--- config.mk ---
export PLATFORM = sky130hd
export DESIGN_NAME = hazard_ctrl
export DESIGN_NICKNAME = d
export VERILOG_FILES = /design/src/rtl/riscv_pipe_pkg.sv /design/src/rtl/hazard_perf_cnt.sv /design/src/rtl/hazard_ctrl.sv
export SDC_FILE = /design/constraint.sdc
export NUM_CORES = 1
export LEC_CHECK = 0
export ABC_AREA = 0
export CORE_AREA = 2 2 39 41
export CTS_CLUSTER_SIZE = 24
export DETAILED_ROUTE_END_ITERATION = 8
export DIE_AREA = 0 0 41 43
export PLACE_DENSITY = 0.69
export SLEW_MARGIN = 20
export SYNTH_ARGS = -nofsm -noshare
export SYNTH_HDL_FRONTEND = slang
export SYNTH_HIERARCHICAL = 1
export SYNTH_SLANG_ARGS = --single-unit
--- constraint.sdc ---
create_clock -name clk -period 1.7 [get_ports clk]
set_input_delay 0.34 -clock clk [delete_from_list [all_inputs] [get_ports clk]]
set_output_delay 0.34 -clock clk [all_outputs]
set_load 0.01 [all_outputs]
--- src/rtl/riscv_pipe_pkg.sv ---
// Shared types and constants for the pipeline hazard control logic.
package riscv_pipe_pkg;

  typedef enum logic [1:0] {
    RUN   = 2'd0,
    FLUSH = 2'd1,
    MWAIT = 2'd2
  } hz_state_t;

  localparam logic [4:0] REG_X0       = 5'd0;
  localparam int         MAX_BR_FLUSH = 4;
  localparam int         FLUSH_CNT_W  = $clog2(MAX_BR_FLUSH + 1);

endpackage

--- src/rtl/hazard_perf_cnt.sv ---
// Stall/flush cycle counters for hazard_ctrl; they wrap on overflow.
module hazard_perf_cnt #(
  parameter int CNT_W = 32
) (
  input  logic             clk,
  input  logic             rst,
  input  logic             stall_inc_i,
  input  logic             flush_inc_i,
  output logic [CNT_W-1:0] stall_cycles_o,
  output logic [CNT_W-1:0] flush_cycles_o
);

  logic [CNT_W-1:0] stall_q, stall_d;
  logic [CNT_W-1:0] flush_q, flush_d;

  always_comb begin
    stall_d = stall_q;
    flush_d = flush_q;
    if (stall_inc_i) stall_d = stall_q + 1'b1;
    if (flush_inc_i) flush_d = flush_q + 1'b1;
  end

  always_ff @(posedge clk) begin
    if (!rst) begin
      stall_q <= '0;
      flush_q <= '0;
    end else begin
      stall_q <= stall_d;
      flush_q <= flush_d;
    end
  end

  assign stall_cycles_o = stall_q;
  assign flush_cycles_o = flush_q;

endmodule

--- src/rtl/hazard_ctrl.sv ---
// Pipeline hazard controller: load-use bubbles, branch squash, memory-wait freeze.
// Optional perf counters are built when HAZARD_PERF_CNT_EN is defined.
module hazard_ctrl
  import riscv_pipe_pkg::*;
#(
  parameter int BR_FLUSH_CYCLES = 1,
  parameter int CNT_W           = 32
) (
  input  logic             clk,
  input  logic             rst,
  input  logic [4:0]       id_rs1,
  input  logic [4:0]       id_rs2,
  input  logic             id_uses_rs1,
  input  logic             id_uses_rs2,
  input  logic [4:0]       ex_rd,
  input  logic             ex_mem_read,
  input  logic             ex_br_taken,
  input  logic             dmem_req,
  input  logic             dmem_ready,
`ifdef HAZARD_PERF_CNT_EN
  output logic [CNT_W-1:0] stall_cycles,
  output logic [CNT_W-1:0] flush_cycles,
`endif
  output logic             pc_stall,
  output logic             if_id_stall,
  output logic             if_id_flush,
  output logic             id_ex_hold,
  output logic             id_ex_flush,
  output logic             ex_mem_stall
);

  if (BR_FLUSH_CYCLES < 1 || BR_FLUSH_CYCLES > MAX_BR_FLUSH) begin : g_bad_br
    $error("hazard_ctrl: BR_FLUSH_CYCLES out of range");
  end
  if (CNT_W < 1) begin : g_bad_cnt
    $error("hazard_ctrl: CNT_W must be positive");
  end

  localparam logic [FLUSH_CNT_W-1:0] BR_RELOAD = FLUSH_CNT_W'(BR_FLUSH_CYCLES - 1);

  hz_state_t              state_q, state_d;
  logic [FLUSH_CNT_W-1:0] cnt_q, cnt_d;
  logic                   memWait;
  logic                   loadUse;

  assign memWait = dmem_req && !dmem_ready;
  assign loadUse = ex_mem_read && (ex_rd != REG_X0) &&
                   ((id_uses_rs1 && (id_rs1 == ex_rd)) ||
                    (id_uses_rs2 && (id_rs2 == ex_rd)));

  // Memory wait overrides everything; a branch seen while frozen is re-seen once RUN resumes.
  always_comb begin
    state_d      = state_q;
    cnt_d        = cnt_q;
    pc_stall     = 1'b0;
    if_id_stall  = 1'b0;
    if_id_flush  = 1'b0;
    id_ex_hold   = 1'b0;
    id_ex_flush  = 1'b0;
    ex_mem_stall = 1'b0;
    if (memWait) begin
      pc_stall     = 1'b1;
      if_id_stall  = 1'b1;
      id_ex_hold   = 1'b1;
      ex_mem_stall = 1'b1;
      state_d      = MWAIT;
    end else begin
      case (state_q)
        MWAIT: state_d = RUN;
        FLUSH: begin
          if_id_flush = 1'b1;
          id_ex_flush = 1'b1;
          cnt_d       = cnt_q - 1'b1;
          if (cnt_q <= 1) state_d = RUN;
        end
        default: begin
          if (ex_br_taken) begin
            if_id_flush = 1'b1;
            id_ex_flush = 1'b1;
            if (BR_FLUSH_CYCLES > 1) begin
              cnt_d   = BR_RELOAD;
              state_d = FLUSH;
            end
          end else if (loadUse) begin
            pc_stall    = 1'b1;
            if_id_stall = 1'b1;
            id_ex_flush = 1'b1;
          end
        end
      endcase
    end
    if (!rst) begin
      pc_stall     = 1'b0;
      if_id_stall  = 1'b0;
      if_id_flush  = 1'b0;
      id_ex_hold   = 1'b0;
      id_ex_flush  = 1'b0;
      ex_mem_stall = 1'b0;
    end
  end

  always_ff @(posedge clk) begin
    if (!rst) begin
      state_q <= RUN;
      cnt_q   <= '0;
    end else begin
      state_q <= state_d;
      cnt_q   <= cnt_d;
    end
  end

`ifdef HAZARD_PERF_CNT_EN
  hazard_perf_cnt #(
    .CNT_W(CNT_W)
  ) u_perf (
    .clk           (clk),
    .rst           (rst),
    .stall_inc_i   (pc_stall),
    .flush_inc_i   (id_ex_flush),
    .stall_cycles_o(stall_cycles),
    .flush_cycles_o(flush_cycles)
  );
`endif

endmodule

After elaboration in Yosys (flattened, before gate mapping)
Index checks and enable logic that the tools add are counted.

word-level totals
  bits in registers = 5
  bits in latches = 0
  memory bits (writable) = 0
  ROM bits = 0
  input port bits = 23
  memories = 0

operators by class
  add/sub/neg operators = 1
  multipliers = 0
  divide/modulo/power cells = 0
  $lt $le $gt $ge = 1
  equal/unequal tests = 6
  shift-type cells = 0
  multiplexer cells = 18
  bitwise logic cells = 2
  reduce and logical (&&, ||, !) cells = 15

operator list
  kind                                                                    number
  1-bit 2-to-1 mux                                                        13
  5-bit == test                                                           2
  2-bit AND reduction                                                     3
  1-bit logical AND                                                       5
  5-bit nonzero test                                                      1
  2-bit 2-to-1 mux                                                        2
  1-bit one-hot mux with 2 select lines                                   2
  2-bit one-hot mux with 2 select lines                                   1
  2-bit OR reduction                                                      2
  3-bit by 1-bit <= comparator with 1-bit output (second input constant)  1
  3-bit != test (second input constant)                                   1
  3-bit nonzero test                                                      1
  3-bit by 1-bit subtractor with 3-bit output (second input constant)     1
  2-bit by 1-bit == test with 1-bit output (second input constant)        1
  2-bit == test (second input constant)                                   1
  2-bit != test (second input constant)                                   1
  1-bit inverter                                                          2
  2-bit nonzero test                                                      1
  1-bit logical NOT                                                       1
  1-bit logical OR                                                        1

Longest topological paths before layout
Gate-level depths: netlist of run 1.

  depth in word-level cells = 9
  gate-level depth with buffers = 5
  depth with buffers taken out = 4

Worst setup path after synthesis of run 1
No wires, ideal clock.

  kind = input port to output port
  from = input ex_rd[3]
  to = output pc_stall
  arrival = 1.514 ns
  data required time = 1.360 ns
  setup slack = -0.154 ns
  stages = 5
  path through = xor2_1 -> nor4_2 -> a32oi_1 -> o41ai_2 -> buf_4

on the way
  word-level cells in the longest chain between the ends = 9

RTL lines
  what                                         RTL line                              RTL
  start: declaration                           hazard_ctrl.sv:15                     input logic [4:0] ex_rd,
  5-bit == test, on equally long branches      hazard_ctrl.sv:48, hazard_ctrl.sv:49
  1-bit logical AND, on equally long branches  hazard_ctrl.sv:48, hazard_ctrl.sv:49
  1-bit logical OR                             hazard_ctrl.sv:48                     ((id_uses_rs1 && (id_rs1 == ex_rd)) ||
  1-bit logical AND *                          hazard_ctrl.sv:47                     assign loadUse = ex_mem_read && (ex_rd != REG_X0) &&
  1-bit 2-to-1 mux * (5 in series)             -
  end: declaration                             hazard_ctrl.sv:24                     output logic pc_stall,

Mark *: on every way between the ends. The rest lies on a longest branch, timed or not.

Worst setup path after layout of run 1
  from = input ex_rd[3]
  to = output if_id_stall

on the way
  word-level cells in the longest chain between the ends = 9

RTL lines
  what                                         RTL line                              RTL
  5-bit == test, on equally long branches      hazard_ctrl.sv:48, hazard_ctrl.sv:49
  1-bit logical AND, on equally long branches  hazard_ctrl.sv:48, hazard_ctrl.sv:49
  1-bit logical OR                             hazard_ctrl.sv:48
  1-bit logical AND *                          hazard_ctrl.sv:47
  1-bit 2-to-1 mux *                           hazard_ctrl.sv:84                     end else if (loadUse) begin
  1-bit 2-to-1 mux *                           hazard_ctrl.sv:77                     if (ex_br_taken) begin
  1-bit 2-to-1 mux *                           hazard_ctrl.sv:68                     case (state_q)
  1-bit 2-to-1 mux *                           hazard_ctrl.sv:61                     if (memWait) begin
  1-bit 2-to-1 mux *                           hazard_ctrl.sv:92                     if (!rst) begin
  end: declaration                             hazard_ctrl.sv:25                     output logic if_id_stall,

Marks and branches as above.

==> summary.md, run 1 <==
| Metric | Value |
|---|---|
| PwrDens | `256.1 mW/mm^2` |
| Die Outline Area | `0.001763 sq mm` |
| PortBufs | `28` |
| Seq cells post-synth | `1` |
| Worst Path Max Fanout | `2` |
| ANT cells | `0` |
| Met3 Track Usage GR | `0.01047` |
| Kind of start point of the critical path | `primary input` |
| Routed WL per cell | `11.39 um` |
| Post-synth top area share | `0.2995` |
| DR vias/cell | `4.133` |
| Placed insts | `73` |
| Top reg by flops | `state_q` |
| GR Util met2 | `0.2063` |
| Crit. End Element | `output port` |
| Max_cap viols | `0` |
| Total Wirelength | `854 um` |
| Type of the worst setup path | `in2out` |
| Warnings, synthesis | `6` |
| DP Wirelength | `roughly 690 um` |
| Die Ht | `43 um` |
| Min Tclk post-route | `roughly 1.9 ns` |
| GPL Wtd Cong | `0.6160` |
| Fin util | `0.4159` |
| Syn nets | `51` |
| CP required | `1.36 ns` |
| Critical path data arrival time | `1.52 ns` |
| FP Rows | `14` |
| GRT Total Usage | `0.09800` |
| PnR worst setup slack | `-0.1578 ns` |
| Global routing met1 resource utilization | `0.09524` |
| Finished Layout Cells | `75` |
| Initial drt markers | `0` |
| DRC Markers | `0` |
| Die W | `41 um` |
| Final ANT Viol Nets | `0` |
| Normalized max-slew margin | `0.8199` |
| Clock slew at reported path FFs | `0 ns` |
| Final hold vios | `0` |
| Max Clk Rate | `0.5383 GHz` |
| Layout cells sized above 1 | `0.5424` |
| RSZ-0062 raised after global routing | `true` |
| Via count | `310` |
| Nets@finish | `84` |
| Hold slack final | `0.7365 ns` |
| Global-route wire length before repair | `1.276 mm` |
| Measured slew at the worst slew-check pin | `~0.27 ns` |
| Final period util | `1.093` |
| Avg Inst Size Synth | `about 8.4 sq um` |
| Status | `finished with violations` |
| Max-slew violation count | `0` |
| Post-Syn Instances | `28` |
| Failing checks | `negative setup slack` |
| Post-Syn Area | `234.0 sq um` |
| Starting Density | `0.1691` |
| Area grow syn2layout | `146.0%` |
| Max reg flops | `1` |
| Top flop regs | `state_q (1)` |
| Max VDD drop | `122.8 uV` |
| # setup viols final | `4` |
| Post-synth cell types | `18` |
| Synth top area cells | `xor2_1 30%, dfxtp_1 8.6%, xnor2_1 7.5%` |
| Yosys top cell by area | `xor2_1` |
| HP Class | `in2reg` |
| Core Area | `~0.0014 sq mm` |
| TritonRoute pass-1 iters | `1` |
| Pre-CTS setup slack | `-1.057 ns` |
| Global routing's busiest layer | `met2` |
| Initial antenna violation count | `0` |
| Leakage Power | `0.2749 nW` |
| Vias in the first global route | `335` |
| Ports | `29` |
| Largest net degree at the start of global routing | `4` |
| Gr ovfl total | `0` |
| Register area share after synthesis | `0.08556` |
-- timing repair --
action                     in CTS  in global routing
buffers inserted                2                  0
pin swaps                      16                  1
hold buffers                    0                  0
gates resized for setup        74                  8
setup endpoints to repair       6                  4
gates cloned                    0                  0
-- per-layer routing --
metal / up-vias / wire (um)
li1: 155 / -
met1: 143 / 271
met2: 12 / 492
met3: 0 / 90
met4: 0 / 0
met5: - / 0
-- power by group --
group          total [mW]  internal (mW)  switching, mW  leakage [nW]
sequential         0.0251         0.0249       0.000165       0.00822
clock                   0              0              0             0
combinational       0.122         0.0708         0.0516         0.267
-- per-stage QoR --
step | power (mW) | area, sq um | setup TNS [ns]
floorplan | 0.06356 | 234.0 | -0.1538
global placement | 0.1401 | 541.8 | -4.103
detailed placement | 0.1414 | 541.8 | -4.269
CTS | 0.1396 | 559.3 | -0.5334
global route | 0.1569 | 575.6 | -0.7361
finish | 0.1474 | 575.6 | -0.4645
-- cells in the final DEF, fill, tap and decap left out, drive strengths merged --
cell type	synthesis	final
buf	2	17
dlygate4sd2	0	8
xor2	8	8
clkdlybuf4s50	0	4
xnor2	2	2
inv	2	2
clkbuf	0	2
nor4	2	2
clkdlybuf4s15	0	2
and2	1	1
a32oi	1	1
nor2b	1	1
nand2b	1	1
or4	1	1
o21ai	1	1
or3	1	1
nor3b	1	1
o21bai	1	1
nand2	1	1
o41ai	1	1
dfxtp	1	1
-- path summary, 6_finish.rpt --
path | start | to | slack [ns] | cells after the start
max | ex_rd[3] | if_id_stall | -0.16 | 7
min | rst | state_q[1]$_SDFFE_PN0P_ | 0.74 | 3
-- worst max-delay path, cell delays in order --
cell     delay, ns
buf_6         0.10
buf_6         0.11
or4_4         0.47
o21ai_2       0.16
buf_4         0.12
o41ai_2       0.06
buf_2         0.15
-- synth_stat cells --
| library cell | n |
|---|---|
| a32oi_1 | 1 |
| and2_0 | 1 |
| buf_4 | 2 |
| dfxtp_1 | 1 |
| inv_1 | 2 |
| nand2_1 | 1 |
| nand2b_1 | 1 |
| nor2b_1 | 1 |
| nor3b_1 | 1 |
| nor4_1 | 1 |
| nor4_2 | 1 |
| o21ai_2 | 1 |
| o21bai_1 | 1 |
| o41ai_2 | 1 |
| or3_1 | 1 |
| or4_1 | 1 |
| xnor2_1 | 2 |
| xor2_1 | 8 |
-- cell type report --
class	count	area, sq um
fillers	156	808.3
inverters	2	7.507
multi-input cells	23	260.3
flip-flops and latches	1	20.02
well taps	16	20.02
repair buffers	33	267.8
-- cell families after synthesis --
kind of cell           count (synthesis)  share of synthesized area
AO/OA/AOI/OAI                          4                     0.1765
XOR/XNOR                              10                     0.3744
buffers and inverters                  4                    0.09625
flip-flops                             1                    0.08556
AND/OR/NAND/NOR                        9                     0.2675
No activity file was read; power rests on OpenSTA's default activity.
==> run 2, diff against run 1 <==
Settings changed: SYNTH_HIERARCHICAL 1 to not set.
==> results of run 2 <==
Final layout, timing and power as in run 1 (identical DEF).
Main changes from that run: Yosys warning count 6 -> 0
